### src/rtl/usr_pkg.sv
// Shared types for the universal shift register: operation modes and the
// shift direction remembered by the word counter.
package usr_pkg;

  // Operation select applied at each rising Clock edge.
  typedef enum logic [1:0] {
    USR_HOLD = 2'b00,
    USR_SHR  = 2'b01,
    USR_SHL  = 2'b10,
    USR_LOAD = 2'b11
  } usr_mode_e;

  // Direction of the shift run currently being counted.
  typedef enum logic {
    DIR_RIGHT = 1'b0,
    DIR_LEFT  = 1'b1
  } usr_dir_e;

  // True for the two modes that move data and advance the counter.
  function automatic logic is_shift(usr_mode_e m);
    return (m == USR_SHR) || (m == USR_SHL);
  endfunction

  // Direction implied by a shift mode. Only meaningful when is_shift(m).
  function automatic usr_dir_e shift_dir(usr_mode_e m);
    return (m == USR_SHL) ? DIR_LEFT : DIR_RIGHT;
  endfunction

endpackage

### src/rtl/usr_bit_cell.sv
// One bit of the universal shift register: a 4:1 next-state mux feeding a
// synchronously reset flop. left_nb is the neighbour on the MSB side (source
// during a right shift), right_nb the neighbour on the LSB side (source
// during a left shift).
import usr_pkg::*;

module usr_bit_cell #(
  parameter logic RESET_BIT = 1'b0
) (
  input  logic      Clock,
  input  logic      reset,
  input  usr_mode_e mode,
  input  logic      left_nb,
  input  logic      right_nb,
  input  logic      par_bit,
  output logic      q
);

  logic d;

  // Select the next value of this bit from the operation mode.
  always_comb begin
    d = q;
    case (mode)
      USR_HOLD: d = q;
      USR_SHR:  d = left_nb;
      USR_SHL:  d = right_nb;
      USR_LOAD: d = par_bit;
      default:  d = q;
    endcase
  end

  // Storage flop; reset has priority over any mode.
  always_ff @(posedge Clock) begin
    if (reset) begin
      q <= RESET_BIT;
    end else begin
      q <= d;
    end
  end

endmodule

### src/rtl/universal_shift_register.sv
// WIDTH-bit universal shift register (hold / shift right / shift left /
// parallel load) with a same-direction shift counter that pulses word_ready
// once every WIDTH consecutive shifts in one direction. Holds do not break a
// run; a load or a direction change restarts it.
import usr_pkg::*;

module universal_shift_register #(
  parameter int               WIDTH       = 8,
  parameter logic [WIDTH-1:0] RESET_VALUE = '0
) (
  input  logic                       Clock,
  input  logic                       reset,
  input  logic [1:0]                 mode,
  input  logic [WIDTH-1:0]           par_in,
  input  logic                       sin_right,
  input  logic                       sin_left,
  output logic [WIDTH-1:0]           Res,
  output logic                       sout_lsb,
  output logic                       sout_msb,
  output logic [$clog2(WIDTH+1)-1:0] shift_count,
  output logic                       word_ready
);

  localparam int             CW        = $clog2(WIDTH + 1);
  localparam logic [CW-1:0]  WIDTH_CNT = CW'(WIDTH);
  localparam logic [CW-1:0]  ONE_CNT   = CW'(1);

  usr_mode_e        mode_e;
  logic [WIDTH-1:0] res_q;

  usr_dir_e         dir_q;
  usr_dir_e         dir_next;
  logic [CW-1:0]    count_next;
  logic [CW-1:0]    count_inc;
  logic             ready_next;

  assign mode_e = usr_mode_e'(mode);

  // Datapath: one cell per bit, with the serial inputs feeding the end cells.
  for (genvar i = 0; i < WIDTH; i++) begin : g_bit
    logic left_src;
    logic right_src;

    if (i == WIDTH - 1) begin : g_msb
      assign left_src = sin_right;
    end else begin : g_mid_l
      assign left_src = res_q[i+1];
    end

    if (i == 0) begin : g_lsb
      assign right_src = sin_left;
    end else begin : g_mid_r
      assign right_src = res_q[i-1];
    end

    usr_bit_cell #(
      .RESET_BIT (RESET_VALUE[i])
    ) u_cell (
      .Clock    (Clock),
      .reset    (reset),
      .mode     (mode_e),
      .left_nb  (left_src),
      .right_nb (right_src),
      .par_bit  (par_in[i]),
      .q        (res_q[i])
    );
  end

  assign Res      = res_q;
  assign sout_lsb = res_q[0];
  assign sout_msb = res_q[WIDTH-1];

  // Next counter/direction state: count same-direction shifts, restart at 1
  // on a direction change, wrap to 0 with a pulse at a full word.
  always_comb begin
    count_next = shift_count;
    dir_next   = dir_q;
    ready_next = 1'b0;
    count_inc  = '0;
    if (is_shift(mode_e)) begin
      if (shift_dir(mode_e) == dir_q) begin
        count_inc = shift_count + ONE_CNT;
      end else begin
        count_inc = ONE_CNT;
        dir_next  = shift_dir(mode_e);
      end
      if (count_inc == WIDTH_CNT) begin
        count_next = '0;
        ready_next = 1'b1;
      end else begin
        count_next = count_inc;
      end
    end else if (mode_e == USR_LOAD) begin
      count_next = '0;
    end
  end

  // Counter, direction and word_ready registers.
  always_ff @(posedge Clock) begin
    if (reset) begin
      shift_count <= '0;
      dir_q       <= DIR_RIGHT;
      word_ready  <= 1'b0;
    end else begin
      shift_count <= count_next;
      dir_q       <= dir_next;
      word_ready  <= ready_next;
    end
  end

endmodule

### config.mk
export PLATFORM = sky130hd
export DESIGN_NAME = universal_shift_register
export DESIGN_NICKNAME = d
export VERILOG_FILES = /design/src/rtl/usr_pkg.sv /design/src/rtl/usr_bit_cell.sv /design/src/rtl/universal_shift_register.sv
export SDC_FILE = /design/constraint.sdc
export NUM_CORES = 1
export LEC_CHECK = 0
export CORE_MARGIN = 5
export CORE_UTILIZATION = 47
export CTS_CLUSTER_SIZE = 10
export DETAILED_ROUTE_END_ITERATION = 12
export GPL_ROUTABILITY_DRIVEN = 0
export PLACE_DENSITY = 0.85
export REMOVE_ABC_BUFFERS = 1
export SLEW_MARGIN = 40
export SYNTH_ARGS = -nofsm -noshare
export SYNTH_HDL_FRONTEND = slang
export SYNTH_SLANG_ARGS = --single-unit
### constraint.sdc
create_clock -name Clock -period 3.1 [get_ports Clock]
set_input_delay 0.62 -clock Clock [delete_from_list [all_inputs] [get_ports Clock]]
set_output_delay 0.62 -clock Clock [all_outputs]
set_load 0.02 [all_outputs]
# ---- Word-level counts from Yosys, hierarchy flattened
# Cells that the tools add are included.
dict set report op_classes {
  addsub 1
  n_eq_ne 5
  muxes 15
  n_bitwise 2
  n_reduce_logical 5
}
# operator count
set ops {}
lappend ops {{$pmux W1 S3} 8}
lappend ops {{$mux W4} 5}
lappend ops {{$add A4 B1 Y4 const B} 1}
lappend ops {{$eq A2 B2 Y1 const B} 2}
lappend ops {{$eq A4 B4 Y1 const B} 1}
lappend ops {{$eq A2 B1 Y1 const B} 1}
lappend ops {{$logic_not A2 Y1} 1}
lappend ops {{$mux W1} 2}
lappend ops {{$not A1 Y1} 2}
lappend ops {{$reduce_and A2 Y1} 1}
lappend ops {{$reduce_bool A2 Y1} 1}
lappend ops {{$reduce_or A2 Y1} 1}
lappend ops {{$eq A1 B1 Y1} 1}
lappend ops {{$logic_or A1 B1 Y1} 1}
dict set report word_totals {
  register_bits 14
  word_cells 39
}

# ---- Depth between registers and ports, before layout
# Gate-level depths: netlist of run 1.
dict set report depth {
  word_depth 8
  mapped_depth 6
  mapped_depth_nobuf 5
}

# ---- Cells and area by module
# Synthesis of run 1 repeated with hierarchy kept, for this count alone.
dict set report unflattened {
  cells_unflattened 66
  hier_area_um2 819.5
}
# mod instances cells_each area_each_um2
set modules_own_cells {}
lappend modules_own_cells {usr_bit_cell 8 3 56.3}
lappend modules_own_cells {universal_shift_register 1 42 369.1}

# ---- Least setup slack after synthesis of run 1
# Ideal clock, no wire load.
dict set report synth_timing {
  kind {in2reg}
  startpoint {in mode[0]}
  endpoint {reg shift_count[3]}
  setup_ns 0.086
  arrival_time_ns 1.506
  path_slack_ns 1.508
  stages 5
  path_buffers 0
  path_cell_list {inv_1 -> ha_1 -> and2b_1 -> o211ai_1 -> a221oi_2}
}
dict set report synth_between {
  elab_chain_len 8
  word_cells_on_any_way 12
  classes_between {5 x eq/ne; 5 x mux; 2 x reduce/logical}
}
# element line_no
set synth_lines {}
lappend synth_lines {{start, declared} universal_shift_register.sv:13} ;# input logic [1:0] mode,
lappend synth_lines {{$eq A2 B2 Y1} {usr_pkg.sv:21, usr_pkg.sv:26}}
lappend synth_lines {{$mux W1} usr_pkg.sv:26} ;# return (m == USR_SHL) ? DIR_LEFT : DIR_RIGHT;
lappend synth_lines {{$eq A1 B1 Y1} universal_shift_register.sv:81} ;# if (shift_dir(mode_e) == dir_q) begin
lappend synth_lines {{$mux W4} universal_shift_register.sv:81}
lappend synth_lines {{$mux W4} universal_shift_register.sv:80} ;# if (is_shift(mode_e)) begin
lappend synth_lines {{$eq A4 B4 Y1} universal_shift_register.sv:87} ;# if (count_inc == WIDTH_CNT) begin
lappend synth_lines {{$mux W4} universal_shift_register.sv:87}
lappend synth_lines {{$mux W4} universal_shift_register.sv:80}
lappend synth_lines {{end signal, assigned} universal_shift_register.sv:105} ;# shift_count <= count_next;
lappend synth_lines {{end, declared} universal_shift_register.sv:20} ;# output logic [$clog2(WIDTH+1)-1:0] shift_count,
# Several ways; a longest one is shown, not always the timed one. The select of a mux whose other input is x is not followed.
# A chain may end at the register's enable or synchronous reset.

# ---- Worst setup path after layout of run 1
# Same ends and word-level chain as after synthesis.

==> run metrics, run 1 <==
initial DRC count=24; clock sink count=14; final hold slack=~0.5 ns; R2R Path End=shift_count[3]; switching power=126 uW; htree depth=1; vias post-DR=about 750; GRT Total Usage=roughly 14%; Layout area overhead=30.8%; relative slew slack=a little under three fifths; # IOs=29; FF-to-FF path depth=4; share of post-route cells with drive strength above 1=about 7.3%; R2R setup slack=1.72 ns; Adder-Cell Fraction of Synth Area=between 6 and 7%; Port Buffers=28; # resized after CTS=0; worst-path cell chain=clkdlybuf4s50_1 > inv_1 > ha_1 > xnor2_2 > o211ai_1 > a221oi_2; Critical-path top delay cell=clkdlybuf4s50_1; HP Class=reg -> reg; Compound-Gate Fraction of Synth Area=about a quarter; RR Startpoint=shift_count[0]; Ys Warns=0; Critical Path Source Type=input pin; Setup CP Type=in -> reg; Post-Synth XOR/XNOR Area=under 10%; worst slack, placed=0.662 ns; area of the multi-input gates=419 um^2; CP endpoint=shift_count[3]; Critical Path Max Stage Delay=around 0.48 ns; dominant cell type by area after synthesis=dfxtp_1; max-slew violations=0; Final setup viols=0; # hold bufs at CTS=0; fin crit share=69.0%; Fin Setup TNS=0 ns; Critical Path Start=mode[0]; Die Area=about 0.0027 mm^2; Final ANT Viol Nets=0; Worst-Margin Slew=between 0.6 and 0.7 ns; Flop pwr share=a little under half; fmax=around 470 MHz; average cell area after synthesis=~9.1 um^2; total global routing overflow=0; top cells by area, synth=dfxtp_1 34%, a221oi_1 16%, buf_4 8.2%, ha_1 6.1%, inv_1 5.0%; ys flop type=dfxtp_1; FF/Latch Area=280 um^2; DRC errors left=0; Layout Nets=129; Post-synth top cells=15 x a221oi_1, 14 x dfxtp_1, 11 x inv_1, 11 x nand2_1, 9 x buf_4; post-placement cell count=123; pin count of the biggest net entering global routing=23; Post-synth ARST share=0%; area fraction of the dominant cell type after synthesis=approximately a third; largest family of logic cells by synthesized area=compound AO/OA/AOI/OAI gates; final wirelength=approximately 1900 um; non-filler cells, final=127; crit path max fanout=11; sequential fraction of the synthesis area=34.0%; Core ar.=between 0.0015 and 0.002 mm^2; initial antenna violation count=0; Setup Fix Bufs, Post-CTS=0; Root Buffer=clkbuf_4; Routed WL per cell=14.7 um; clock share of power=29.4%; WP data arrival=~2.3 ns; CTS tree=built; EDFF count, synth=0; vias per cell=~5.9; Seq cells post-synth=14; ant diodes=0; filler instances=137; final worst setup slack=about 0.96 ns; Switching Share=between 20% and 30%; combinational cell fraction of total power=between 20% and 30%; unrepaired setup endpoints after global routing=false; final clock skew=approximately 0.0026 ns; MaxCap Viol Count=0; vias in the first global route=660; chip width=approximately 52 um; Mapped Cells=around 90; most common cell in the netlist=a221oi_1; Clk Latency, worst-skew pair=roughly 0.27 ns; Pint=roughly 320 uW; Std-Cell Rows=15; worst hold start=g_bit[5].u_cell.q; Req. time, crit path=3.29 ns; status=completed; Post-DP HPWL=approximately 1400 um; Starting Density=around half; die height=about 52 um; clock slew at reported path FFs=0.09 ns; post-synthesis cell area=825 um^2; Synth Area in Simple Gates=~14%; minimum clock period=roughly 2.1 ns; first-pass iteration count of the detailed router=4; clock buffer count from CTS=3; CP endpoint kind=register; peak supply drop=0.164 mV; leakage power total=0.000397 uW; multiplexer area fraction after synthesis=roughly 1.2%; Synth cell types=29; power per cell area=~410 mW/mm^2; worst-case clock buffer depth=2; first-pass GRT wire length=2950 um; Fin. Hold Viols=0
==> critical path: cells and delay by family <==
family | cells | cell delay, ns
buf+inv | 2 | 0.54
xor+xnor | 1 | 0.33
fa+ha+maj | 1 | 0.40
compound gates | 2 | 0.43
==> layer usage <==
metal / GRT usage (%) / share of wire [%] / vias to the layer above
li1: - / - / 364
met1: 17.4 / 42 / 362
met2: 23.6 / 50 / 25
met3: 2.58 / 6.2 / 2
met4: 6.55 / 1.5 / 0
met5: 0 / 0 / -
==> registers in the layout (all words and copies together), names as in the netlist <==
register,cells
g_bit.u_cell.q,8
shift_count,4
word_ready,1
dir_q,1
==> per-stage QoR <==
step / utilization (%) / instance area, um^2 / total power (uW)
after floorplan: - / 741 / 265
after global placement: 61.7 / 1040 / 317
after detailed placement: 61.7 / 1040 / 320
after CTS: 63.9 / 1080 / 449
after global routing: 63.9 / 1080 / 465
final: 63.9 / 1080 / 445
==> layout make-up <==
| class | count | share of cell area [%] |
|---|---|---|
| clock buffer | 4 | 3.36 |
| sequential | 14 | 26.0 |
| timing repair buffer | 28 | 26.0 |
| multi-input combinational | 53 | 38.9 |
| inverter | 11 | 3.83 |
| tap | 17 | 1.97 |
==> how the worst min path moves through the flow <==
stage / to / slack, ns / cells after the start
global route: g_bit[7].u_cell.q / 0.53 / 2
finish: g_bit[5].u_cell.q / 0.51 / 2
CTS: g_bit[5].u_cell.q / 0.51 / 2
global placement: g_bit[0].u_cell.q / 0.49 / 2
floorplan: dir_q / 0.52 / 2
detailed placement: g_bit[5].u_cell.q / 0.50 / 2
==> power groups by stage <==
stage	logic, uW	clock network, uW	registers [uW]
2_1_floorplan	45.7	0	219
3_3_place_gp	111	0	206
3_5_place_dp	113	0	206
4_1_cts	114	133	202
5_1_grt	122	139	204
6_report	113	131	202
==> cell usage in the layout, fill, tap and decap left out, drive strengths merged <==
cell,count
and2b,1
a22oi,1
nand2,11
xor2,2
a221oi,16
ha,4
nor2,3
o21a,1
a31oi,1
clkbuf,4
dfxtp,14
mux2i,1
a21oi,2
nand3,1
nand4b,2
inv,11
a32oi,1
nand3b,1
o211ai,1
xnor2,1
a211o,1
nor4,1
nand2b,1
clkdlybuf4s50,28
==> logic make-up (layout without fill, tap and decap cells) <==
logic type | after synthesis | count (layout)
AND/OR/NAND/NOR | 21 | 21
adder cells (fa/ha/maj) | 4 | 4
flip-flops | 14 | 14
buffers and inverters | 24 | 43
AO/OA/AOI/OAI | 24 | 24
multiplexers | 1 | 1
XOR/XNOR | 3 | 3
Power figures use the tool's default switching activity.
==> inputs of run 2 (changes only) <==
--- a/config.mk
+++ b/config.mk
@@ -6,11 +6,11 @@
 export NUM_CORES = 1
 export LEC_CHECK = 0
 export CORE_MARGIN = 5
-export CORE_UTILIZATION = 47
+export CORE_UTILIZATION = 39
 export CTS_CLUSTER_SIZE = 10
 export DETAILED_ROUTE_END_ITERATION = 12
 export GPL_ROUTABILITY_DRIVEN = 0
-export PLACE_DENSITY = 0.85
+export PLACE_DENSITY = 0.76
 export REMOVE_ABC_BUFFERS = 1
 export SLEW_MARGIN = 40
 export SYNTH_ARGS = -nofsm -noshare
==> constraint.sdc (replaced) <==
create_clock -name Clock -period 1.81 [get_ports Clock]
set_input_delay 0.362 -clock Clock [delete_from_list [all_inputs] [get_ports Clock]]
set_output_delay 0.362 -clock Clock [all_outputs]
set_load 0.02 [all_outputs]
==> run metrics, run 2 (synthesis gave the netlist of run 1 again) <==
Worst-Margin Slew=0.465 ns (-0.209 ns); first-pass iteration count of the detailed router=4 (unchanged); DRC errors left=0 (unchanged); CTS tree=built; clock slew at reported path FFs=0.09 ns (about the same); vias post-DR=726 (-3.6%); post-placement cell count=144 (+17%); Post-DP HPWL=1450 um (+3.8%); final clock skew=0.000893 ns (-0.00171 ns); clock sink count=14 (unchanged); Biggest register=g_bit.u_cell.q; CP endpoint kind=output pin; Critical Path Source Type=register; Fin Setup TNS=0 ns (unchanged); # resized after CTS=0 (unchanged); initial antenna violation count=0 (unchanged); worst-path cell chain=clkdlybuf4s50_1; hold depth=2 (unchanged); share of post-route cells with drive strength above 1=16.5% (+9.3 points); hold path endpoint=g_bit[7].u_cell.q; worst-case clock buffer depth=2 (unchanged); initial DRC count=16 (-33%); # IOs=29 (unchanged); vias in the first global route=686 (+3.9%); ant diodes=0 (unchanged); peak supply drop=0.416 mV (+150%); worst hold start=g_bit[7].u_cell.q; Core ar.=0.00198 mm^2 (+17%); commonest non-fill, non-tap cells in the layout=28 x clkdlybuf4s50_1, 14 x a221oi_1, 14 x dfxtp_1; crit path max fanout=6 (-5); Critical Path Max Stage Delay=0.65 ns (+0.17 ns); die height=56.0 um (+7.9%); clock buffer count from CTS=3 (unchanged); # hold bufs at CTS=0 (unchanged); status=completed; max-slew violations=0 (unchanged); Starting Density=41.6% (-7.2 points); Setup Fix Bufs, Post-CTS=0 (unchanged); non-filler cells, final=148 (+17%); Setup CP Type=reg -> out; final wirelength=1890 um (+1.4%); Port Buffers=28 (unchanged); R2R setup slack=0.45 ns (-1.27 ns); pin count of the biggest net entering global routing=22 (-4.3%); Root Buffer=clkbuf_4; area of the multi-input gates=425 um^2 (+1.5%); HP Class=reg -> reg; top flop regs=g_bit.u_cell.q: 8 flops, shift_count: 4 flops; FF/Latch Area=280 um^2 (unchanged); minimum clock period=1.72 ns; Std-Cell Rows=16 (+1); commonest non-fill, non-tap cell in the layout=clkdlybuf4s50_1; Layout Nets=140 (+8.5%); htree depth=1 (unchanged); unrepaired setup endpoints after global routing=false; total global routing overflow=0 (unchanged); RR Startpoint=shift_count[0]; filler instances=162 (+18%); Fin. Hold Viols=0 (unchanged); Final setup viols=0 (unchanged); Critical-path top delay cell=clkdlybuf4s50_1; Final ANT Viol Nets=0 (unchanged); FF-to-FF path depth=4 (unchanged); Die Area=0.00313 mm^2 (+16%); relative slew slack=69.0% (+14 points); Routed WL per cell=12.8 um (-13%); power per cell area=666 mW/mm^2 (+61%); R2R Path End=shift_count[3]; GRT Total Usage=11.9% (-2.3 points); first-pass GRT wire length=3080 um (+4.7%); buffers and inverters on the worst path=1 (-1); fmax=about 580 MHz; CP top delay family=buffers and inverters; WP data arrival=1.35 ns (-0.98 ns); Layout area overhead=43.1%; number of flip-flops under the largest register name=8 (unchanged); MaxCap Viol Count=0 (unchanged); fin crit share=94.8%; chip width=56.0 um (+7.9%); Clk Latency, worst-skew pair=0.27 ns (about the same); vias per cell=4.91 (-17%); Req. time, crit path=1.45 ns (-1.84 ns); leakage power total=0.000452 uW (+14%)
[run 2: cell types whose count changed in the layout (fill, tap and decap cells not counted)]
cell / previous run / this run
buf_4: 0 / 11
a221oi_1: 15 / 14
a221oi_2: 1 / 2
[run 2: metal layers]
metal | vias up | track usage (%) | wire length, um | share of wire [%]
li1 | 388 | - | - | -
met5 | - | 0 | 0 | 0
met3 | 2 | 1.86 | 94 | 5.0
met1 | 319 | 14.8 | 877 | 46
met2 | 17 | 20.0 | 895 | 47
met4 | 0 | 5.08 | 20 | 1.1
[run 2: layout make-up]
cell class | instances | share of cell area [%]
Multi-Input combinational cell | 53 | 36.1
Timing Repair Buffer | 39 | 30.8
Sequential cell | 14 | 23.8
Inverter | 11 | 3.50
Clock buffer | 4 | 3.08
Tap cell | 27 | 2.86
[run 2: per-stage QoR]
| stage | power, uW | utilization, % | instance area (um^2) | setup WS, ns | hold slack, ns |
|---|---|---|---|---|---|
| floorplan | 454 | - | 741 | 0.265 | 0.424 |
| global placement | 566 | 57.4 | 1140 | -0.121 | 0.487 |
| detailed placement | 570 | 57.4 | 1140 | -0.187 | 0.500 |
| CTS | 796 | 59.2 | 1170 | 0.0785 | 0.513 |
| global route | 825 | 59.5 | 1180 | 0.0264 | 0.534 |
| finish | 786 | 59.5 | 1180 | 0.0949 | 0.510 |
[run 2: worst max-delay path by stage]
| stage | startpoint | endpoint | slack, ns | depth (start not counted) |
|---|---|---|---|---|
| global placement | mode[0] | shift_count[3] | -0.12 | 6 |
| CTS | shift_count[2] | shift_count[2] | 0.08 | 1 |
| detailed placement | mode[0] | g_bit[0].u_cell.q | -0.19 | 7 |
| floorplan | mode[0] | shift_count[3] | 0.27 | 5 |
| finish | shift_count[2] | shift_count[2] | 0.09 | 1 |
| global route | shift_count[0] | shift_count[0] | 0.03 | 1 |
[run 2: report_power, final]
| part | leakage (uW) | total (uW) | switching (uW) | internal (uW) |
|---|---|---|---|---|
| Sequential | 0.000115 | 346 | 19.2 | 326 |
| Combinational | 0.000316 | 218 | 101 | 118 |
| Clock | 0.0000210 | 222 | 100 | 122 |
| Total | 0.000452 | 786 | 220 | 567 |
==> inputs of run 3 (changes only) <==
--- a/config.mk
+++ b/config.mk
@@ -6,11 +6,11 @@
 export NUM_CORES = 1
 export LEC_CHECK = 0
 export CORE_MARGIN = 5
-export CORE_UTILIZATION = 39
+export CORE_UTILIZATION = 35
 export CTS_CLUSTER_SIZE = 10
 export DETAILED_ROUTE_END_ITERATION = 12
 export GPL_ROUTABILITY_DRIVEN = 0
-export PLACE_DENSITY = 0.76
+export PLACE_DENSITY = 0.67
 export REMOVE_ABC_BUFFERS = 1
 export SLEW_MARGIN = 40
 export SYNTH_ARGS = -nofsm -noshare
==> constraint.sdc (replaced) <==
create_clock -name Clock -period 1.58 [get_ports Clock]
set_input_delay 0.316 -clock Clock [delete_from_list [all_inputs] [get_ports Clock]]
set_output_delay 0.316 -clock Clock [all_outputs]
set_load 0.02 [all_outputs]
==> run metrics, run 3 (synthesis gave the netlist of run 1 again) <==
clock slew at reported path FFs=0.09 ns (about the same); Core ar.=0.00223 mm^2 (+13%); Std-Cell Rows=17 (+1); total global routing overflow=0 (unchanged); Layout area overhead=46.3%; final hold slack=0.514 ns (+0.00419 ns); # hold bufs at CTS=0 (unchanged); Starting Density=36.9% (-4.7 points); final wirelength=1930 um (+2.4%); ant diodes=0 (unchanged); initial DRC count=23 (+7); Final Power=896 uW (+14%); final clock skew=0.00540 ns (+0.00451 ns); vias in the first global route=774 (+13%); crit path max fanout=9 (+3); MaxCap Viol Count=0 (unchanged); Placed Area=0.00112 mm^2 (-1.9%); Root Buffer=clkbuf_4; Clk Latency, worst-skew pair=0.27 ns (about the same); fmax=666 MHz; Final setup viols=0 (unchanged); clock buffer count from CTS=3 (unchanged); relative slew slack=79.7% (+11 points); top flop regs=g_bit.u_cell.q: 8 flops, shift_count: 4 flops; status=completed; power per cell area=742 mW/mm^2 (+11%); Biggest register=g_bit.u_cell.q; peak supply drop=0.527 mV (+27%); first-pass GRT wire length=3370 um (+9.4%); unrepaired setup endpoints after global routing=false; number of flip-flops under the largest register name=8 (unchanged); Req. time, crit path=1.74 ns (+0.29 ns); Design Area, Final=0.00121 mm^2 (+2.2%); HP Class=reg -> reg; Worst-Margin Slew=0.304 ns (-0.161 ns); commonest non-fill, non-tap cells in the layout=14 x dfxtp_1, 14 x dlygate4sd2_1, 13 x clkdlybuf4s50_1, 11 x a221oi_1, 11 x nand2_1; chip width=58.5 um (+4.6%); minimum clock period=between 1.5 and 2 ns; Fin. Hold Viols=0 (unchanged); initial antenna violation count=0 (unchanged); CTS tree=built; Port Buffers=28 (unchanged); first-pass iteration count of the detailed router=4 (unchanged); Final ANT Viol Nets=0 (unchanged); Layout Utilization=54.0% (-5.5 points); max-slew violations=0 (unchanged); vias per cell=5.49 (+12%); clock sink count=14 (unchanged); GRT Total Usage=12.3% (+0.45 points); Fin Setup TNS=0 ns (unchanged); share of post-route cells with drive strength above 1=21.2% (+4.7 points); DRC errors left=0 (unchanged); Setup Fix Bufs, Post-CTS=0 (unchanged); Setup CP Type=in -> reg; CP endpoint kind=register; leakage power total=0.000503 uW (+11%); Critical Path Source Type=input pin; Die Area=0.00343 mm^2 (+9.3%); worst-case clock buffer depth=2 (unchanged); WP data arrival=1.66 ns (+0.31 ns); die height=58.5 um (+4.6%); Routed WL per cell=13.2 um (+3.8%); Post-DP HPWL=1460 um (+0.64%); Layout Nets=137 (-2.1%); # IOs=29 (unchanged); pin count of the biggest net entering global routing=12 (-45%); htree depth=1 (unchanged); fin crit share=95.0%; vias post-DR=802 (+10%)
-- run 3: cell types whose count changed in the layout (fill, tap and decap cells not counted), moves of 2 or more --
cell,previous run,this run
clkdlybuf4s50_1,28,13
dlygate4sd2_1,0,14
buf_4,11,7
a221oi_1,14,11
a221oi_2,2,5
ha_1,4,1
ha_4,0,2
-- run 3: power by group --
| group | switching, uW | internal, uW |
|---|---|---|
| logic | 122 | 122 |
| registers | 23.2 | 374 |
| clock network | 115 | 140 |
-- run 3: final cells by class --
class | count | area (um^2)
sequential | 14 | 280
tap | 28 | 35.0
fill | 218 | 1030
clock buffer | 4 | 36.3
timing repair buffer | 36 | 329
multi-input combinational | 53 | 484
inverter | 11 | 41.3
-- run 3: repair_timing --
item,in CTS,in global routing
pin swaps,1,1
setup endpoints to repair,23,11
gates resized for setup,20,7
-- run 3: worst max-delay path, stage by stage --
cell,delay (ns)
clkdlybuf4s50_1,0.50
inv_2,0.08
ha_4,0.19
buf_6,0.15
a221oi_1,0.34
a221oi_2,0.09
-- run 3: metal layers --
metal	vias to the layer above	global-route usage [%]	wire length [um]
li1	383	-	-
met5	-	0	0
met2	33	17.4	869
met1	384	17.7	883
met4	0	3.97	13
met3	2	3.73	165
-- run 3: through the flow --
| stage | setup WS [ns] | std cells |
|---|---|---|
| 2_1_floorplan | 0.0812 | 78 |
| 3_3_place_gp | -0.305 | 142 |
| 3_5_place_dp | -0.354 | 142 |
| 4_1_cts | 0.00280 | 146 |
| 5_1_grt | 0.00189 | 146 |
| 6_report | 0.0795 | 146 |
-- run 3: worst paths after layout --
kind,start,end,slack [ns],depth (start not counted)
hold / removal,g_bit[7].u_cell.q,g_bit[7].u_cell.q,0.51,2
hold reg to reg,g_bit[7].u_cell.q,g_bit[7].u_cell.q,0.51,2
setup reg to reg,shift_count[0],shift_count[3],0.30,4
setup / recovery,mode[0],g_bit[5].u_cell.q,0.08,6
